**config.mk**
```make
export PLATFORM = sky130hd
export DESIGN_NAME = alu_exec_unit
export DESIGN_NICKNAME = d
export VERILOG_FILES = /design/src/rtl/alu_pkg.sv /design/src/rtl/alu_shift_step.sv /design/src/rtl/alu_exec_unit.sv
export SDC_FILE = /design/constraint.sdc
export NUM_CORES = 1
export LEC_CHECK = 0
export ABC_AREA = 1
export CAP_MARGIN = 20
export CORE_UTILIZATION = 59
export DETAILED_ROUTE_END_ITERATION = 16
export PLACE_DENSITY = 0.88
export SKIP_LAST_GASP = 1
export SYNTH_ARGS = -nofsm -noshare
export SYNTH_HDL_FRONTEND = slang
export SYNTH_SLANG_ARGS = --single-unit
```
**constraint.sdc**
```tcl
create_clock -name clk_i -period 3.9 [get_ports clk_i]
set_clock_uncertainty 0.05 [all_clocks]
set_input_delay 0.39 -clock clk_i [delete_from_list [all_inputs] [get_ports clk_i]]
set_output_delay 0.39 -clock clk_i [all_outputs]
set_load 0.02 [all_outputs]
```
**src/rtl/alu_pkg.sv**
```systemverilog
// Shared op codes, FSM state encoding and flag bit positions for the ALU execute stage.
package alu_pkg;

  localparam logic [3:0] AluAdd = 4'b0000;
  localparam logic [3:0] AluSub = 4'b0001;
  localparam logic [3:0] AluAnd = 4'b0010;
  localparam logic [3:0] AluOr  = 4'b0011;
  localparam logic [3:0] AluXor = 4'b0100;
  localparam logic [3:0] AluMov = 4'b0101;
  localparam logic [3:0] AluCmp = 4'b0110;
  localparam logic [3:0] AluSll = 4'b1000;
  localparam logic [3:0] AluSrl = 4'b1001;
  localparam logic [3:0] AluSra = 4'b1010;
  localparam logic [3:0] AluSlr = 4'b1011;
  localparam logic [3:0] AluIn  = 4'b1100;
  localparam logic [3:0] AluOut = 4'b1101;

  localparam int unsigned FlagS = 3;
  localparam int unsigned FlagZ = 2;
  localparam int unsigned FlagC = 1;
  localparam int unsigned FlagV = 0;

  typedef enum logic [2:0] {
    StIdle    = 3'd0,
    StShift   = 3'd1,
    StInWait  = 3'd2,
    StOutWait = 3'd3,
    StDone    = 3'd4,
    StHalted  = 3'd5
  } state_e;

  function automatic logic is_shift(input logic [3:0] code);
    return code[3:2] == 2'b10;
  endfunction

  function automatic logic is_illegal(input logic [3:0] code);
    return (code == 4'b0111) || (code == 4'b1110) || (code == 4'b1111);
  endfunction

endpackage

```
**src/rtl/alu_shift_step.sv**
```systemverilog
// Single-bit shift/rotate step; carry_o is the bit shifted out.
module alu_shift_step
  import alu_pkg::*;
#(
  parameter int unsigned W = 16
) (
  input  logic [3:0]   code_i,
  input  logic [W-1:0] value_i,
  output logic [W-1:0] value_o,
  output logic         carry_o
);

  always_comb begin
    value_o = value_i;
    carry_o = 1'b0;
    case (code_i)
      AluSll: begin
        value_o = {value_i[W-2:0], 1'b0};
        carry_o = value_i[W-1];
      end
      AluSrl: begin
        value_o = {1'b0, value_i[W-1:1]};
        carry_o = value_i[0];
      end
      AluSra: begin
        value_o = {value_i[W-1], value_i[W-1:1]};
        carry_o = value_i[0];
      end
      AluSlr: begin
        value_o = {value_i[W-2:0], value_i[W-1]};
        carry_o = value_i[W-1];
      end
      default: ;
    endcase
  end

endmodule

```
**src/rtl/alu_exec_unit.sv**
```systemverilog
// Execute stage: single-cycle ALU ops, iterative shifts, and IN/OUT handshakes, with SZCV flags.
module alu_exec_unit
  import alu_pkg::*;
#(
  parameter int unsigned W = 16
) (
  input  logic                 clk_i,
  input  logic                 rst_ni,
  input  logic                 start_i,
  input  logic [3:0]           alucontrol_i,
  input  logic                 halt_i,
  input  logic [W-1:0]         a_i,
  input  logic [W-1:0]         b_i,
  input  logic [$clog2(W)-1:0] shamt_i,
  output logic                 busy_o,
  output logic                 done_o,
  output logic [W-1:0]         result_o,
  output logic                 wr_en_o,
  output logic [3:0]           flags_o,
  output logic                 flags_we_o,
  output logic                 illegal_o,
  output logic                 halted_o,
  input  logic [W-1:0]         in_data_i,
  input  logic                 in_valid_i,
  output logic                 in_ready_o,
  output logic [W-1:0]         out_data_o,
  output logic                 out_valid_o,
  input  logic                 out_ready_i
);

  localparam int unsigned SW = $clog2(W);

  state_e         state_q;
  logic [3:0]     code_q;
  logic [SW-1:0]  cnt_q;
  logic [W-1:0]   result_q, out_q;
  logic [3:0]     flags_q;
  logic           busy_q, done_q, wr_en_q, flags_we_q, illegal_q, halted_q;
  logic           in_ready_q, out_valid_q;

  logic [W:0]     sum, diff;
  logic [W-1:0]   alu_res;
  logic           alu_c, alu_v;
  logic [3:0]     alu_flags;
  logic [W-1:0]   step_val;
  logic           step_c;

  always_comb begin
    sum     = {1'b0, a_i} + {1'b0, b_i};
    diff    = {1'b0, a_i} - {1'b0, b_i};
    alu_res = '0;
    alu_c   = 1'b0;
    alu_v   = 1'b0;
    case (alucontrol_i)
      AluAdd: begin
        alu_res = sum[W-1:0];
        alu_c   = sum[W];
        alu_v   = (a_i[W-1] == b_i[W-1]) && (sum[W-1] != a_i[W-1]);
      end
      AluSub, AluCmp: begin
        // diff[W] is set exactly when a < b unsigned, i.e. the borrow
        alu_res = diff[W-1:0];
        alu_c   = diff[W];
        alu_v   = (a_i[W-1] != b_i[W-1]) && (diff[W-1] != a_i[W-1]);
      end
      AluAnd:  alu_res = a_i & b_i;
      AluOr:   alu_res = a_i | b_i;
      AluXor:  alu_res = a_i ^ b_i;
      AluMov:  alu_res = b_i;
      default: ;
    endcase
    alu_flags = {alu_res[W-1], alu_res == '0, alu_c, alu_v};
  end

  alu_shift_step #(
    .W(W)
  ) u_shift_step (
    .code_i  (code_q),
    .value_i (result_q),
    .value_o (step_val),
    .carry_o (step_c)
  );

  always_ff @(posedge clk_i) begin
    if (!rst_ni) begin
      state_q     <= StIdle;
      code_q      <= '0;
      cnt_q       <= '0;
      result_q    <= '0;
      out_q       <= '0;
      flags_q     <= '0;
      busy_q      <= 1'b0;
      done_q      <= 1'b0;
      wr_en_q     <= 1'b0;
      flags_we_q  <= 1'b0;
      illegal_q   <= 1'b0;
      halted_q    <= 1'b0;
      in_ready_q  <= 1'b0;
      out_valid_q <= 1'b0;
    end else begin
      done_q     <= 1'b0;
      wr_en_q    <= 1'b0;
      flags_we_q <= 1'b0;
      illegal_q  <= 1'b0;
      unique case (state_q)
        StIdle: begin
          if (halt_i) begin
            state_q  <= StHalted;
            busy_q   <= 1'b1;
            halted_q <= 1'b1;
          end else if (start_i) begin
            code_q <= alucontrol_i;
            busy_q <= 1'b1;
            if (is_shift(alucontrol_i)) begin
              result_q <= a_i;
              cnt_q    <= shamt_i;
              if (shamt_i == '0) begin
                state_q    <= StDone;
                done_q     <= 1'b1;
                wr_en_q    <= 1'b1;
                flags_we_q <= 1'b1;
                flags_q    <= {a_i[W-1], a_i == '0, 1'b0, 1'b0};
              end else begin
                state_q <= StShift;
              end
            end else if (alucontrol_i == AluIn) begin
              state_q    <= StInWait;
              in_ready_q <= 1'b1;
            end else if (alucontrol_i == AluOut) begin
              state_q     <= StOutWait;
              out_q       <= b_i;
              out_valid_q <= 1'b1;
            end else if (is_illegal(alucontrol_i)) begin
              state_q   <= StDone;
              result_q  <= '0;
              done_q    <= 1'b1;
              illegal_q <= 1'b1;
            end else begin
              state_q    <= StDone;
              result_q   <= alu_res;
              flags_q    <= alu_flags;
              done_q     <= 1'b1;
              wr_en_q    <= (alucontrol_i != AluCmp);
              flags_we_q <= 1'b1;
            end
          end
        end
        StShift: begin
          result_q <= step_val;
          cnt_q    <= cnt_q - 1'b1;
          if (cnt_q == SW'(1)) begin
            state_q    <= StDone;
            done_q     <= 1'b1;
            wr_en_q    <= 1'b1;
            flags_we_q <= 1'b1;
            flags_q    <= {step_val[W-1], step_val == '0, step_c, 1'b0};
          end
        end
        StInWait: begin
          if (in_valid_i) begin
            state_q    <= StDone;
            result_q   <= in_data_i;
            in_ready_q <= 1'b0;
            done_q     <= 1'b1;
            wr_en_q    <= 1'b1;
          end
        end
        StOutWait: begin
          if (out_ready_i) begin
            state_q     <= StDone;
            out_valid_q <= 1'b0;
            done_q      <= 1'b1;
          end
        end
        StDone: begin
          if (halt_i) begin
            state_q  <= StHalted;
            halted_q <= 1'b1;
          end else begin
            state_q <= StIdle;
            busy_q  <= 1'b0;
          end
        end
        StHalted: ;
        default: begin
          state_q <= StIdle;
          busy_q  <= 1'b0;
        end
      endcase
    end
  end

  assign busy_o      = busy_q;
  assign done_o      = done_q;
  assign result_o    = result_q;
  assign wr_en_o     = wr_en_q;
  assign flags_o     = flags_q;
  assign flags_we_o  = flags_we_q;
  assign illegal_o   = illegal_q;
  assign halted_o    = halted_q;
  assign in_ready_o  = in_ready_q;
  assign out_data_o  = out_q;
  assign out_valid_o = out_valid_q;

endmodule

```
# [After elaboration in Yosys (flattened, before gate mapping)]
# Index checks and enable logic that the tools add are counted.
[word_totals] regBits=55 out_inout_bits=44 input_bits=62
[op_classes] n_addsub=3 bitwise=11 reduce_logical=30 muxes=79 eq_ne=43
[ops] cell="two-way mux 16 bit" n=7
[ops] cell="case mux 16 bit (6 select lines)" n=1
[ops] cell="case mux 16 bit (4 select lines)" n=1
[ops] cell="logical NOT 16 bit" n=3
[ops] cell="case mux 16 bit (3 select lines)" n=1
[ops] cell="two-way mux 4 bit" n=11
[ops] cell="two-way mux 1 bit" n=36
[ops] cell="== test 4 bit (second input constant)" n=8
[ops] cell="two-way mux 3 bit" n=10
[ops] cell="!= test 2 bit (second input constant)" n=11
[ops] cell="case mux 3 bit (6 select lines)" n=1
[ops] cell="AND reduction 6 bit" n=3
[ops] cell="adder 16 x 16 -> 17 bit" n=1
[ops] cell="subtractor 16 x 16 -> 17 bit" n=1
[ops] cell="bitwise AND 16 bit" n=1
[ops] cell="== test 4 x 3 -> 1 bit (second input constant)" n=4
[ops] cell="bitwise OR 16 bit" n=1
[ops] cell="case mux 4 bit (2 select lines)" n=2
[ops] cell="bitwise XOR 16 bit" n=1
[ops] cell="!= test 3 bit (second input constant)" n=5
[ops] cell="case mux 1 bit (2 select lines)" n=6
[ops] cell="== test 4 x 1 -> 1 bit (second input constant)" n=2
[ops] cell="== test 4 x 2 -> 1 bit (second input constant)" n=2
[ops] cell="logical NOT 4 bit" n=2
[ops] cell="other kinds (25)" n=45

# [Depth between registers and ports, before layout]
[depth] word_depth=11 depth_mapped=21 mapped_depth_nobuf=20

# [By module]
# A second synthesis with hierarchy kept.
[hier_totals] cells_unflattened=1049 hier_area_um2=6088.3
[modules_own_cells] mod="alu_exec_unit" cells_per_inst=964 area_per_inst_um2=5676.7 n_inst=1
[modules_own_cells] mod="alu_shift_step" cells_per_inst=85 area_per_inst_um2=411.6 n_inst=1

# [Worst setup path after synthesis]
# OpenSTA, ideal clock, no wires.
[synth_timing] path_type="input to register" startpoint="in a_i[0]" endpoint="reg flags_q[2] (netlist: flags_o[2])" t_arrival_ps=2118 stages=20 required_time_ps=3784 setup_slack_ps=1666 path_cell_list="ha_1 inv_1 fa_1 nor2_4 nand2_2 nand2_2 nand2_1 nand2_1 nand2_1 nand2_1 nand2_1 nand3_1 nand2_1 nor2_1 nand2_1 nor2_1 nand2_1 nand2_1 nand2_1 a21oi_2"
[synth_between] elab_chain_len=10
[synth_rtl] item="from (decl)" line="alu_exec_unit.sv:12" rtl="input logic [W-1:0] a_i,"
[synth_rtl] item="subtractor 16 x 16 -> 17 bit, or another cell as far along" line="alu_exec_unit.sv:50" rtl="diff = {1'b0, a_i} - {1'b0, b_i};"
[synth_rtl] item="case mux 16 bit (6 select lines)" line="alu_exec_unit.sv:54" rtl="case (alucontrol_i)"
[synth_rtl] item="logical NOT 16 bit" line="alu_exec_unit.sv:72" rtl="alu_flags = {alu_res[W-1], alu_res == '0, alu_c, alu_v};"
[synth_rtl] item="two-way mux 4 bit" line="alu_exec_unit.sv:133" rtl="end else if (is_illegal(alucontrol_i)) begin"
[synth_rtl] item="two-way mux 4 bit" line="alu_exec_unit.sv:129" rtl="end else if (alucontrol_i == AluOut) begin"
[synth_rtl] item="two-way mux 4 bit" line="alu_exec_unit.sv:126" rtl="end else if (alucontrol_i == AluIn) begin"
[synth_rtl] item="two-way mux 4 bit (*)" line="alu_exec_unit.sv:114" rtl="if (is_shift(alucontrol_i)) begin"
[synth_rtl] item="two-way mux 4 bit (*)" line="alu_exec_unit.sv:111" rtl="end else if (start_i) begin"
[synth_rtl] item="two-way mux 4 bit (*)" line="alu_exec_unit.sv:107" rtl="if (halt_i) begin"
[synth_rtl] item="case mux 4 bit (2 select lines) (*)" line="alu_exec_unit.sv:105" rtl="unique case (state_q)"
[synth_rtl] item="to (signal assigned)" line="alu_exec_unit.sv:122" rtl="flags_q <= {a_i[W-1], a_i == '0, 1'b0, 1'b0};"
[synth_rtl] item="to (signal assigned)" line="alu_exec_unit.sv:141" rtl="flags_q <= alu_flags;"
[synth_rtl] item="to (signal assigned)" line="alu_exec_unit.sv:156" rtl="flags_q <= {step_val[W-1], step_val == '0, step_c, 1'b0};"
[synth_rtl] item="to (decl)" line="alu_exec_unit.sv:37" rtl="logic [3:0] flags_q;"
# Every way passes the cells marked *; elsewhere a longest branch is shown, timed or not. The select of a mux whose other input is x is not followed.
# A chain may end at the register's enable or synchronous reset.

# [Final worst setup path]
[layout_timing] startpoint="in a_i[11]" endpoint="reg flags_q[2] (netlist: flags_o[2])"
# The elaborated chain is that of the path after synthesis.

==> out/results.txt <==
Area grow syn2layout: 19.3%
Insertion delay to the later sink of the worst-skew pair: 0.34 ns
Met2 routed WL: 8640 um
Fin util: 72.3%
Share of cells above drive strength 1: 4.73%
Async S/R FF share, synth: 0%
DRT Wirelength: 20100 um
Setup_tns: 0 ns
Vias in the first global route: 6294
Reg clk slew, reported paths: 0.13 ns
Reg-to-reg slack, setup: 1.33 ns
Max cap viols: 0
CTS root buf: clkbuf_8
Slew @ Worst Pin: 0.934 ns
CP startpoint: a_i[11]
Drt drc: 0
Final setup viols: 0
Antenna Cells: 0
Max layer used: met4
Int Pwr: 1.16 mW
Switching share of power: 45.8%
Clock sinks: 55
Register Area: 1100 um^2
Min-delay src: busy_o
Outcome: completed
Pre-CTS WS: 0.645 ns
First-pass GRT wire length: 31400 um
Top-count cell post-synth: nand2_1
Post-CTS Setup Repair Bufs: 0
Crit path kind: primary input to flop
Number of synthesized flops with an enable pin: 0
Initial antenna violation count: 0
Critical Path Sink: flags_o[2]
Hpwl dp: 15200 um
Met3 routed WL: 2020 um
CP Capture Type: flop
Max Root-Sink Buffers: 2
Max Clock Freq: 337 MHz
Most used DFF post-synth: dfxtp_1
Max Slew Vio Count: 0
Die height: 102 um
Slew margin rel.: 37.7%
Nets: 1172
Pin count of the biggest net entering global routing: 37
Largest fanout on the critical path: 8
Starting density of the core: 60.6%
Largest area contributor in the netlist: dfxtp_1
Initial DRC Count: 641
Multi-input gate area: 4000 um^2
Post_cts resized: 0
Drt wl/cell: 16.9 um
Hold Buf Count CTS: 0
Final worst slack: 0.937 ns
CP Data Required Time: 4.14 ns
Die Width: 102 um
Antenna Nets Post-Route: 0
Non-Filler Instances: 1189
Net Switching: 0.984 mW
Peak VDD IR: 0.273 mV
GP Congestion: 1.08
Initial DRT Pass Iterations: 6
Clock power frac: 16.5%
Num CTS Buffers: 5
Syn Nets: 1093
Core area: 9730 um^2
DR vias: 7137
Via density: 6.00
P_leak: 3.28 nW
Placed cells: 1181
Crit path arrival time: 3.21 ns
Avg Cell Area, Syn: 6.04 um^2
Final Cycle Share: 76.0%
Part of the power in registers: 32.7%
M1 WL: 8660 um
CTS tree: done
Post-synthesis cell area: 5890 um^2
Synth cell count leaders: nand2_1 (205), inv_1 (145), nor2_1 (120)
PwrDens: 305 nW/um^2
HP Class: flop to flop
Total GRT Usage: 39.0%
Synth top area share: 18.7%
R2R depth: 9
Die area: 10400 um^2
IO Pins: 106
Pwr Total: 2.15 mW
Grt ovf: 0
Yosys Warn Count: 0
Sequential area share after synthesis: 18.7%
Worst r2r src: state_q[2]
H-tree depth: 2
RSZ-0062 raised after global routing: no
Port Buffers: 105
Critical Path Start Type: primary input
R2r endpoint: result_o[2]
Logic pwr share: 50.8%
Crit path time final: 2.96 ns
Row count: 36
Synth top area cells: dfxtp_1 (19%), nand2_1 (13%), ha_1 (11%)
Netlist cell types: 42
FILL cells: 909
Gate Count Post-Synth: 976
Yosys reg bits: 55
Final Hold Vio Count: 0
worst max-delay path, stage by stage:
cell	delay (ns)
clkdlybuf4s50_1	0.58
inv_1	0.09
ha_1	0.42
inv_2	0.14
nand2_1	0.10
nor3_1	0.29
and2_1	0.18
nand2_1	0.09
nand2_1	0.11
nand2_1	0.06
nand2_1	0.05
nor2_1	0.04
nor2_1	0.15
nand3_1	0.09
nor2_1	0.11
nand2_1	0.06
nand2_1	0.06
nand2_1	0.06
a21oi_2	0.12
stage by stage:
step	cell area (um^2)	hold slack [ns]
after floorplan	5890	0.418
after global placement	6940	0.388
after detailed placement	6940	0.399
after CTS	7030	0.422
after global routing	7030	0.447
final	7030	0.420
flip-flops by register name, indices dropped and copies added, names as in the netlist, 3 cells and up:
name	count
flags_o	4
cnt_q	4
state_q	3
code_q	4
result_o	16
out_data_o	16
worst min-delay path by stage:
stage	endpoint	cells past startpoint
2_1_floorplan	cnt_q[3]	2
3_5_place_dp	busy_o	2
4_1_cts	busy_o	2
6_report	busy_o	2
3_3_place_gp	halted_o	2
5_1_grt	in_ready_o	2
cell families (layout without fill, tap and decap cells):
kind of cell    count (synthesis)  count (layout)  synth area share (%)
simple gates                  445             445                  32.7
buf+inv                       195             275                  13.4
compound gates                222             222                  22.7
flops                          55              55                  18.7
fa+ha+maj                      55              55                  11.9
xor+xnor                        4               4                 0.595
power by group through the flow:
stage / registers [mW] / logic (mW) / clock network, mW
finish: 0.703 / 1.09 / 0.354
global route: 0.708 / 1.19 / 0.371
CTS: 0.698 / 1.06 / 0.354
detailed placement: 0.709 / 1.05 / 0
global placement: 0.710 / 1.04 / 0
floorplan: 0.757 / 0.656 / 0
final cells by class:
class                      instances  share of cell area, %
timing repair buffer             108                   15.3
inverter                         159                   8.49
clock buffer                       5                  0.979
tap                              133                   2.37
multi-input combinational        726                   56.9
clock inverter                     3                  0.320
sequential                        55                   15.7
layer usage:
| layer | GRT usage (%) | vias up |
|---|---|---|
| li1 | - | 3393 |
| met1 | 53.3 | 3220 |
| met2 | 61.0 | 454 |
| met3 | 5.95 | 70 |
| met4 | 17.4 | 0 |
| met5 | 0 | - |
cell usage in the layout (no fill, tap or decap), drive strengths merged, types with 3 or more instances in the layout:
cell           count
dfxtp             55
buf                3
a211oi            20
nor3               8
nand4             13
a31oi              6
o21bai             4
and2               4
nor2             130
nand2            210
xor2               3
clkdlybuf4s50    105
clkbuf             5
inv              160
o221ai            14
o21ai             67
a221oi             9
o22ai             27
nand3             74
a21oi             68
nor4               4
o31ai              3
ha                53
Power figures use the tool's default switching activity.
